File: config.mk
export PLATFORM = sky130hd
export DESIGN_NAME = misaligned_store_unit
export DESIGN_NICKNAME = d
export VERILOG_FILES = /design/src/rtl/mach_v_pkg.sv /design/src/rtl/store_lane_align.sv /design/src/rtl/misaligned_store_unit.sv
export SDC_FILE = /design/constraint.sdc
export NUM_CORES = 1
export LEC_CHECK = 0
export CAP_MARGIN = 20
export CORE_MARGIN = 5
export CORE_UTILIZATION = 44
export CTS_BUF_LIST = sky130_fd_sc_hd__clkbuf_4 sky130_fd_sc_hd__clkbuf_8
export DETAILED_ROUTE_END_ITERATION = 7
export GPL_ROUTABILITY_DRIVEN = 0
export PLACE_DENSITY = 0.71
export SYNTH_ARGS = -nofsm -noshare
export SYNTH_HDL_FRONTEND = slang
export SYNTH_SLANG_ARGS = --single-unit
File: constraint.sdc
create_clock -name CLK -period 2.7 [get_ports CLK]
set_clock_uncertainty 0.05 [all_clocks]
set_input_delay 0.54 -clock CLK [delete_from_list [all_inputs] [get_ports CLK]]
set_output_delay 0.54 -clock CLK [all_outputs]
set_load 0.005 [all_outputs]
File: src/rtl/mach_v_pkg.sv
// Shared store-path definitions: size encodings, FSM states and funct3 width.
package mach_v_pkg;

    localparam int unsigned FUNCT3_W = 3;

    typedef enum logic [1:0] {
        SizeB = 2'b00,
        SizeH = 2'b01,
        SizeW = 2'b10,
        SizeD = 2'b11
    } storeSize_e;

    typedef enum logic [1:0] {
        Idle  = 2'd0,
        Beat0 = 2'd1,
        Beat1 = 2'd2
    } storeState_e;

endpackage

File: src/rtl/store_lane_align.sv
// Places a right-justified access of the given size at byte offset off inside a
// double-width window, flagging word crossing and natural misalignment.
module store_lane_align
    import mach_v_pkg::*;
#(
    parameter int unsigned XLEN = 32,
    localparam int unsigned BYTES = XLEN / 8,
    localparam int unsigned OFS = $clog2(BYTES)
) (
    input  storeSize_e           size,
    input  logic [OFS-1:0]       off,
    input  logic [XLEN-1:0]      wdata,
    output logic [2*BYTES-1:0]   mask,
    output logic [2*XLEN-1:0]    data,
    output logic                 crossing,
    output logic                 misaligned
);

    logic [3:0]         nBytes;
    logic [2*BYTES-1:0] sizeMask;

    always_comb begin
        nBytes     = 4'd1 << size;
        sizeMask   = (2*BYTES)'((9'd1 << nBytes) - 9'd1);
        mask       = sizeMask << off;
        data       = (2*XLEN)'(wdata) << {off, 3'b000};
        crossing   = (5'(off) + 5'(nBytes)) > 5'(BYTES);
        misaligned = (4'(off) & (nBytes - 4'd1)) != 4'd0;
    end

endmodule

File: src/rtl/misaligned_store_unit.sv
// Store unit that issues aligned memory beats, splitting word-crossing stores in two
// (SPLIT_EN=1) or rejecting misaligned ones (SPLIT_EN=0).
module misaligned_store_unit
    import mach_v_pkg::*;
#(
    parameter int unsigned XLEN = 32,
    parameter bit SPLIT_EN = 1'b1,
    localparam int unsigned BYTES = XLEN / 8,
    localparam int unsigned OFS = $clog2(BYTES)
) (
    input  logic                CLK,
    input  logic                RESET,
    input  logic                req_valid,
    output logic                req_ready,
    input  logic [FUNCT3_W-1:0] funct3,
    input  logic [XLEN-1:0]     addr,
    input  logic [XLEN-1:0]     wdata,
    output logic                mem_valid,
    input  logic                mem_ready,
    output logic [XLEN-1:0]     mem_addr,
    output logic [XLEN-1:0]     mem_wdata,
    output logic [BYTES-1:0]    mem_wstrb,
    output logic                store_done,
    output logic                store_fault
);

    storeState_e        state;
    storeSize_e         reqSize;
    logic [OFS-1:0]     reqOff;
    logic [XLEN-1:0]    reqBase;
    logic [2*BYTES-1:0] laneMask;
    logic [2*XLEN-1:0]  laneData;
    logic               crossing;
    logic               misaligned;
    logic               illegalSize;
    logic               reject;
    logic               split;
    logic [XLEN-1:0]    baseAddr;
    logic [BYTES-1:0]   hiStrb;
    logic [XLEN-1:0]    hiData;
    logic               unusedFunct3;

    assign reqSize      = storeSize_e'(funct3[1:0]);
    assign reqOff       = addr[OFS-1:0];
    assign reqBase      = {addr[XLEN-1:OFS], {OFS{1'b0}}};
    assign unusedFunct3 = funct3[2];
    assign illegalSize  = (XLEN == 32) && (reqSize == SizeD);
    assign reject       = illegalSize || (!SPLIT_EN && misaligned);

    store_lane_align #(
        .XLEN(XLEN)
    ) uAlign (
        .size       (reqSize),
        .off        (reqOff),
        .wdata      (wdata),
        .mask       (laneMask),
        .data       (laneData),
        .crossing   (crossing),
        .misaligned (misaligned)
    );

    assign req_ready  = (state == Idle);
    // Done fires in the cycle the final beat handshakes, so IDLE follows it directly.
    assign store_done = mem_valid && mem_ready &&
                        ((state == Beat1) || ((state == Beat0) && !split));

    always_ff @(posedge CLK) begin
        if (RESET) begin
            state       <= Idle;
            mem_valid   <= 1'b0;
            mem_addr    <= '0;
            mem_wstrb   <= '0;
            mem_wdata   <= '0;
            store_fault <= 1'b0;
            split       <= 1'b0;
            baseAddr    <= '0;
            hiStrb      <= '0;
            hiData      <= '0;
        end else begin
            store_fault <= 1'b0;
            unique case (state)
                Idle: begin
                    if (req_valid) begin
                        if (reject) begin
                            store_fault <= 1'b1;
                        end else begin
                            state     <= Beat0;
                            mem_valid <= 1'b1;
                            mem_addr  <= reqBase;
                            mem_wstrb <= laneMask[BYTES-1:0];
                            mem_wdata <= laneData[XLEN-1:0];
                            // Upper half of the window is parked for a possible second beat.
                            hiStrb    <= laneMask[2*BYTES-1:BYTES];
                            hiData    <= laneData[2*XLEN-1:XLEN];
                            split     <= SPLIT_EN && crossing;
                            baseAddr  <= reqBase;
                        end
                    end
                end
                Beat0: begin
                    if (mem_ready) begin
                        if (split) begin
                            state     <= Beat1;
                            mem_addr  <= baseAddr + XLEN'(BYTES);
                            mem_wstrb <= hiStrb;
                            mem_wdata <= hiData;
                        end else begin
                            state     <= Idle;
                            mem_valid <= 1'b0;
                            mem_addr  <= '0;
                            mem_wstrb <= '0;
                            mem_wdata <= '0;
                        end
                    end
                end
                Beat1: begin
                    if (mem_ready) begin
                        state     <= Idle;
                        mem_valid <= 1'b0;
                        mem_addr  <= '0;
                        mem_wstrb <= '0;
                        mem_wdata <= '0;
                    end
                end
                default: state <= Idle;
            endcase
        end
    end

endmodule

==> results.py <==
metrics = {
    "outcome": {
        "status": "complete, no violations",
    },
    "min_path": {
        "hp-class": "in2reg",
        "min_from": "RESET",
        "hold_end": "state[0]",
        "whs_path_depth": 2,
    },
    "clock_tree": {
        "clk_pin_slew_worst_paths_ps": 70,
        "clk_path_buf_depth": 2,
        "cts_sinks": 129,
        "postCtsSetupBuffers": 0,
        "htree_levels": 4,
        "cts_tree": "done",
        "cts_buffers": 17,
        "cts_hold_buf": 0,
        "clock_latency_ps": 450,
        "root_buffer": "clkbuf_8",
        "postCtsResizedCells": 0,
    },
    "cells_and_area": {
        "multiInputGateArea_sq_um": 3520,
        "fillers": 1341,
        "final_nets": 1019,
        "area_delta_synth_final_pct": 32.6,
        "area.sequential_sq_um": 2580,
        "num_antenna_cells": 0,
        "drive_above_1_share_pct": 8.84,
        "layout.cells.non_filler": 1134,
    },
    "sta": {
        "finalSetupTns_ps": 0,
        "fin_crit_sh_pct": 89.9,
        "rsz0062_at_grt": "false",
        "max_freq_mhz": 412,
        "slew-limit-headroom_pct": 48.2,
        "hold_viol": 0,
        "drv_slew": 0,
        "min_period_ps": 2430,
        "max_slew.worst_pin.slew_ps": 777,
        "setup_viol": 0,
    },
    "logic_synthesis": {
        "yosys.area_share.simple_pct": 22.0,
        "syn-cell-area_sq_um": 6410,
        "yosys.area_share.adder_pct": 1.87,
        "synth_top_family_by_area": "compound AO/OA/AOI/OAI gates",
        "syn_area_per_cell_sq_um": 7.85,
        "ys_seq_area_share_pct": 40.3,
        "synth-async-reset-ratio_pct": 0,
        "ys_warn_count": 0,
        "syn_inst": 817,
        "synth_cell_types": 54,
        "synth_edf_count": 0,
        "synthXorXnorAreaFrac_pct": 3.14,
        "synth_mux_area_share_pct": 4.68,
        "yosys.area.top_type": "dfxtp_1",
        "ys_ff_latch": 129,
        "ys.flop_type": "dfxtp_1",
        "post-synth-top-area-fraction_pct": 40.3,
        "synth_compound_area_share_pct": 22.7,
        "synth.top_cells.by_area": "dfxtp_1, a21oi_1, nand2_1, nor2_1, o21ai_0",
    },
    "worst_setup_path": {
        "worstPathCellList": "inv_1 > ha_1 > a21oi_1 > nor2_1 > clkdlybuf4s50_1",
        "cp-start-kind": "flip-flop",
        "worst_r2r_endpoint": "mem_wstrb[2]",
        "cp_top_family": "buffers and inverters",
        "cp_slowest_stage_delay_ps": 440,
        "r2r_cells": 8,
        "cpMaxStageDelayCell": "clkdlybuf4s50_1",
        "crit_fanout": 5,
        "path_buf_inv": 2,
        "ff2ff_setup_slack_ps": 400,
        "crit_required_ps": 2110,
        "end_kind": "primary output",
        "timing.rr.start": "state[1]",
        "cp.arrival_ps": 1840,
        "crit_cells": 5,
        "crit_type": "reg2out",
    },
    "drt": {
        "drt-pass1-iter-count": 5,
        "vias_per_cell": 5.60,
        "wl_met3_um": 1250,
        "wl_um": 19100,
        "drtAntennaViolNets": 0,
        "drt_iter0_drc": 534,
        "vias": 6347,
        "detail_route.wl_per_cell_um": 16.9,
        "highest_layer": "met4",
        "drc": 0,
        "drt-met1-wl_um": 8960,
        "wl_met2_um": 8520,
    },
    "placed_design": {
        "dp_cells": 1104,
        "hpwl_um": 12900,
        "port_buffers": 139,
    },
    "floorplan": {
        "core_region_area_sq_um": 14400,
        "fp.dieW_um": 131,
        "start_util_pct": 44.5,
        "fp-row-count": 44,
        "dieArea_sq_um": 17100,
        "io_pins": 143,
        "die_height_um": 131,
    },
    "global_route": {
        "grt_max_degree": 86,
        "grt_pass1_vias": 5894,
        "antenna_found_initial": 0,
        "overflow": 0,
        "grt_first_pass_wirelength_um": 30900,
        "track_usage_pct": 22.9,
    },
    "flow_run": {
        "max_cap_viol_count": 0,
    },
    "power": {
        "power_density_nw_per_um2": 582,
        "ir_drop_mv": 0.364,
        "p_leak_nw": 3.18,
        "p_total_w": 0.00495,
    },
}
-- per-stage QoR --
step                utilization [%]  worst slack [ps]  cell area (sq um)  hold WS, ps
floorplan                         -               652               6420          382
global placement               56.2              19.4               8110          387
detailed placement             56.2              11.4               8110          394
CTS                            59.0               259               8510          377
global route                   59.0               158               8510          391
finish                         59.0               273               8510          396
-- layout by cell type, fill, tap and decap left out, types with 17 or more instances in the layout --
cell,count
nor3_1,17
a221oi_1,22
nand2_1,130
dfxtp_1,129
clkbuf_8,21
nand3_1,25
nor2_1,74
o21ai_0,50
buf_4,25
mux2i_1,21
clkdlybuf4s50_1,137
a21oi_1,104
-- worst max-delay path by stage --
stage	start	end	slack, ps
global placement	funct3[0]	mem_wdata[3]	20
floorplan	addr[0]	mem_wdata[21]	650
global route	state[1]	store_done	160
CTS	state[1]	store_done	260
finish	state[1]	store_done	270
detailed placement	funct3[0]	mem_wstrb[2]	10
-- cell families after synthesis --
group,count (synthesis)
XOR/XNOR,23
other,1
flip-flops,129
multiplexers,29
adder cells (fa/ha/maj),9
buffers and inverters,83
AND/OR/NAND/NOR,302
AO/OA/AOI/OAI,241
-- synthesized netlist by cell type, types with 2 or more instances --
| library cell | count |
|---|---|
| nand2_1 | 130 |
| dfxtp_1 | 129 |
| a21oi_1 | 105 |
| nor2_1 | 74 |
| clkbuf_1 | 50 |
| o21ai_0 | 50 |
| nand3_1 | 26 |
| a221oi_1 | 22 |
| mux2i_1 | 21 |
| nor3_1 | 17 |
| and3_1 | 15 |
| xor2_1 | 15 |
| nand4_1 | 14 |
| inv_1 | 13 |
| o211ai_1 | 12 |
| o22ai_1 | 12 |
| a2111oi_0 | 8 |
| buf_1 | 8 |
| ha_1 | 8 |
| xnor2_1 | 8 |
| a2bb2oi_1 | 7 |
| buf_2 | 7 |
| mux2_2 | 7 |
| o21ai_1 | 6 |
| a211oi_1 | 5 |
| nor4_1 | 5 |
| nand2b_1 | 4 |
| buf_4 | 3 |
| nor2b_1 | 3 |
| nor4_2 | 3 |
| a211o_1 | 2 |
| a221o_1 | 2 |
| and4_1 | 2 |
| nand4b_1 | 2 |
| nor4_4 | 2 |
| or3b_1 | 2 |
-- flip-flops by register name (all words and copies together), names as in the netlist --
register     cells
baseAddr        30
hiData          24
hiStrb           4
mem_addr        30
mem_valid        1
mem_wdata       32
mem_wstrb        4
split            1
state            2
store_fault      1
-- power breakdown --
part	internal (W)	total [W]	leakage (nW)	switching (W)
registers	0.00206	0.00218	1.06	0.000112
clock network	0.000947	0.00167	0.206	0.000723
logic	0.000561	0.00110	1.91	0.000543
total	0.00357	0.00495	3.18	0.00138
-- final cells by class --
type / instances / share of cell area [%]
Multi-Input combinational cell: 606 / 41.4
Sequential cell: 129 / 30.4
Timing Repair Buffer: 171 / 20.3
Clock buffer: 25 / 3.75
Tap cell: 184 / 2.71
Clock inverter: 5 / 0.912
Inverter: 14 / 0.618
-- routing by layer --
metal | GRT usage (%) | vias up
met5 | 0 | -
met4 | 8.41 | 0
met3 | 4.31 | 28
met2 | 33.9 | 243
met1 | 33.2 | 2927
li1 | - | 3149
Note: power is estimated with default switching activity, not from simulation.
==> RTL edit 1 (same flow settings) <==
Encoding of `storeState_e`: now one-hot (3 bits for 3 states).
--- a/src/rtl/mach_v_pkg.sv
+++ b/src/rtl/mach_v_pkg.sv
@@ -10,10 +10,10 @@
         SizeD = 2'b11
     } storeSize_e;
 
-    typedef enum logic [1:0] {
-        Idle  = 2'd0,
-        Beat0 = 2'd1,
-        Beat1 = 2'd2
+    typedef enum logic [2:0] {
+        Idle  = 3'b001,
+        Beat0 = 3'b010,
+        Beat1 = 3'b100
     } storeState_e;
 
 endpackage
Behaviour: same outputs for any inputs over 4 cycles, from zero or initial values and one cycle with RESET high; so few cycles prove little.
==> RTL edit 1 against the unedited design <==
Count of clock-buffer cells in the layout decreased by 8; sequential share of layout area rose by 0.21 points; worst setup slack got worse by 120 ps; cell area rose by 0.15%; synthesized area hardly changed; wire length rose by 2.3%; sequential cell count increased by 1; power down 1.8%; critical path type unchanged.
==> RTL edit 1: results (changes against the unedited design) <==
** Global route
- The global-route wire length before repair came to 31170 µm (+0.92%).
- The met1 usage is 0.3236 (-0.008329).
- The met2 usage in global routing was 0.3627 (+0.02402).

** Final layout
- The non-clock inverter instance count of the final layout came to 10 (-4).
- Net total in the final layout :: 996 (-2.3%)
- The portion of the layout cell area used by clock cells was 0.04905 (+0.002428).
- The total of fill cells in the finished design is 1331 (-0.75%).
- The area taken by flip-flops and latches is 0.002604 mm² (+0.82%).
- Comb_multi_in :: 590 (-2.6%)
- The share of cell area taken by multi-input logic gates came to 0.4145 (+0.0005672).
- Clock buffer count in the final layout :: 17 (-32%)
- Ratio of cells with drive above 1 in the final layout :: 0.1093 (+0.02090)

** Drt
- Met2 wire length :: 8993 µm (+5.6%)
- Total detailed-routing wirelength :: 19550 µm (+2.3%)
- The routed wire length per instance came to 17.50 µm (+3.8%).
- The met3 wire length is 1427 µm (+14%).
- The number of vias after detailed routing came to 6477 (+2.0%).

** Power and ir drop
- The switching share of total power is 0.2874 (+0.009078).

** Worst setup path
- Worst path max stage delay :: 500 ps (+60 ps)

** Outcome
- Outcome :: complete, no violations

** Logic synthesis
- The arithmetic-cell share of the synthesized area counting full adders, half adders and majority gates is 0.01092 (-0.007806).
- XOR/XNOR share of the synthesized area :: 0.01774 (-0.01366)
- Yosys reg bits :: 130 (+0.78%)
- Synth Area in Compound Gates :: 0.2110 (-0.01647)
- The share of synthesized area spent on multiplexers is 0.04894 (+0.002126).

** Hold path
- Min-delay worst type :: reg -> reg

** Place
- Post-detailed-placement half-perimeter wirelength :: 13280 µm (+2.9%)
-- RTL edit 1: cell count changes after synthesis, sizes merged, moves of 12 or more --
cell    change
a221oi     +13
nor3       +32
a21oi      -33
o21ai      -27
a211oi     +12
nand2      -25
xor2       -12
-- RTL edit 1: power groups by stage --
stage               Sequential, W  Clock, W  Combinational [W]
finish                    0.00216   0.00176           0.000934
global route              0.00218   0.00188            0.00103
CTS                       0.00216   0.00179           0.000938
detailed placement        0.00221         0           0.000932
global placement          0.00220         0           0.000923
floorplan                 0.00219         0           0.000457
-- RTL edit 1: cell families after synthesis --
| kind of cell | count (synthesis) |
|---|---|
| xor+xnor | 13 |
| compound gates | 205 |
| other cells | 1 |
| buf+inv | 83 |
| flops | 130 |
| fa+ha+maj | 5 |
| mux | 29 |
| simple gates | 336 |
-- RTL edit 1: final timing paths --
path,cells past startpoint,slack [ps],endpoint,startpoint
setup / recovery,3,150,req_ready,state[2]$_SDFFE_PP0P_
hold / removal,2,400,hiData[9]$_SDFFE_PP0P_,hiData[9]$_SDFFE_PP0P_
setup reg to reg,6,370,mem_addr[24]$_SDFFE_PP0P_,baseAddr[2]$_SDFFE_PP0P_
hold reg to reg,2,400,hiData[9]$_SDFFE_PP0P_,hiData[9]$_SDFFE_PP0P_
-- RTL edit 1: through the flow --
stage            util  setup WS, ps  total power [W]
2_1_floorplan       -         633.0         0.002649
3_3_place_gp   0.5612         155.7         0.003125
3_5_place_dp   0.5612         132.2         0.003137
4_1_cts        0.5904         52.94         0.004885
5_1_grt        0.5906         17.36         0.005092
6_report       0.5906         154.4         0.004859
-- RTL edit 1: worst min-delay path, stage by stage (launching register included) --
cell and delay, ps:
dfxtp_1 310, nand2_1 50, a21oi_1 50
==> RTL edit 2 (same settings) <==
Without the edit above. `XLEN` is set to 32 in 2 places; all go to 16.
--- a/src/rtl/store_lane_align.sv
+++ b/src/rtl/store_lane_align.sv
@@ -3,7 +3,7 @@
 module store_lane_align
     import mach_v_pkg::*;
 #(
-    parameter int unsigned XLEN = 32,
+    parameter int unsigned XLEN = 16,
     localparam int unsigned BYTES = XLEN / 8,
     localparam int unsigned OFS = $clog2(BYTES)
 ) (
--- a/src/rtl/misaligned_store_unit.sv
+++ b/src/rtl/misaligned_store_unit.sv
@@ -3,7 +3,7 @@
 module misaligned_store_unit
     import mach_v_pkg::*;
 #(
-    parameter int unsigned XLEN = 32,
+    parameter int unsigned XLEN = 16,
     parameter bit SPLIT_EN = 1'b1,
     localparam int unsigned BYTES = XLEN / 8,
     localparam int unsigned OFS = $clog2(BYTES)
Interface: changed (5 resized); port bits go from 143 to 77. No check against the original RTL was run, so the function may have changed too.
==> RTL edit 2 against the unedited design <==
Synthesized area down 53%; die area fell by 50%; sequential share of layout area rose by 0.94 points; worst setup slack improved by 85 ps; cell area decreased by 53%; critical path depth fell by 1; sequential cell count shrank 67; non-clock buffer count down 89; sequential power down 49%; wire length is 58% lower; power is 47% lower; critical endpoint unchanged.
==> RTL edit 2: results (changes against the unedited design) <==
** Clock network
- H-tree Lvls :: 3 (-1)
- Number of buffers created by CTS :: 9 (-8)

** Outcome
- Outcome :: complete, no violations

** Logic synthesis
- Post-Syn Instances :: 365 (-55%)
- The most used flip-flop cell after synthesis is dfxtp_1.
- Top cells by area in the synthesized netlist :: dfxtp_1 (41%), a21oi_1 (7.7%), nand2_1 (7.3%)
- Commonest cells post-synth :: dfxtp_1 (62), nand2_1 (58), a21oi_1 (46), nor2_1 (35), nand3_1 (23)
- The share of the yosys chip area belonging to registers came to 0.4142 (+0.01162).

** Drt
- Initial DRT Pass Iterations :: 5 (unchanged)
- The post-detailed-routing wire length was 8110 µm (-58%).
- Starting DRT DRC Count :: 202 (-62%)
- The via density per instance is 5.634 (+0.66%).
- Vias :: 2907 (-54%)

** Place
- The count of placed standard cells including taps came to 500 (-55%).
- The detailed-placement wirelength estimate is 5602 µm (-57%).

** Final layout
- Regs by FF count :: mem_wdata: 16 flops, baseAddr: 15 flops, mem_addr: 15 flops
- The share of cells above drive strength 1 was 0.1032 (+0.01479).

** Global route
- First-pass GRT wire length :: 13230 µm (-57%)
- Pin count of the biggest net entering global routing :: 40 (-53%)
- Met1 track utilization from global routing :: 0.2505 (-0.08140)
- The met2 usage in global routing came to 0.3112 (-0.02746).
- The via count of the first global-routing pass was 2732 (-54%).
- Met3 Resource Use GR :: 0.03818 (-0.004909)

** Worst setup path
- The critical path arrival was 1750 ps (-90 ps).
- The maximum fanout encountered on the critical timing path was 4 (-1).

** Hold path
- The tightest min-delay check is of the reg -> reg type.

** STA
- The worst-margin pin slew was 673.1 ps (-103.7 ps).

** Power and ir drop
- Static leakage :: 1.457 nW (-54%)
==> RTL edit 2: cell families (layout without fill, tap and decap cells) <==
kind of cell | after synthesis | after routing | synth area share
and+or+nand+nor | 152 | 152 | 0.2384
buffers and inverters | 36 | 106 | 0.05720
xor gates and xnor gates | 3 | 3 | 0.008770
adders and majority gates | 8 | 8 | 0.03340
muxes | 13 | 13 | 0.04718
other | 1 | 2 | 0.001251
AOI/OAI and AO/OA | 90 | 90 | 0.1996
DFF | 62 | 62 | 0.4142
==> RTL edit 2: path summary, 6_finish.rpt <==
check                                             from  depth (start not counted)                        end  slack [ps]
worst max-delay path                         mem_ready                          4                 store_done         360
worst min-delay path            hiData[4]$_SDFFE_PP0P_                          2     hiData[4]$_SDFFE_PP0P_         400
worst min register to register  hiData[4]$_SDFFE_PP0P_                          2     hiData[4]$_SDFFE_PP0P_         400
worst max register to register   state[0]$_SDFFE_PP0P_                          6  mem_wdata[3]$_SDFFE_PP0P_         410
==> RTL edit 2: cell type report <==
type / instances / area, µm²
Multi-Input combinational cell: 268 / 1588
Clock inverter: 5 / 50.05
Tap cell: 80 / 100.1
Timing Repair Buffer: 82 / 818.3
Fill cell: 594 / 2753
Sequential cell: 62 / 1241
Clock buffer: 11 / 138.9
Inverter: 8 / 30.03
==> RTL edit 2: layer usage <==
metal  vias to the layer above  wire length (µm)
li1                       1435                 -
met1                      1362              3565
met2                        99              3907
met3                        11               537
met4                         0               100
met5                         -                 0
==> RTL edit 2: through the flow <==
stage               power (W)    util
floorplan            0.001510       -
global placement     0.001839  0.5622
detailed placement   0.001851  0.5622
CTS                  0.002644  0.5903
global route         0.002772  0.5903
finish               0.002626  0.5903
==> RTL edit 2: critical path: stages <==
cell	delay, ps
clkdlybuf4s50_1	540
nand2_1	70
nor2_1	100
clkdlybuf4s50_1	500
==> RTL edit 2: power by group <==
| group | leakage, nW | switching (W) | internal, W | total, W |
|---|---|---|---|---|
| clock | 0.104 | 0.000355 | 0.000441 | 0.000796 |
| combinational | 0.842 | 0.000358 | 0.000363 | 0.000721 |
| sequential | 0.511 | 0.0000797 | 0.00103 | 0.00111 |
| total | 1.46 | 0.000793 | 0.00183 | 0.00263 |
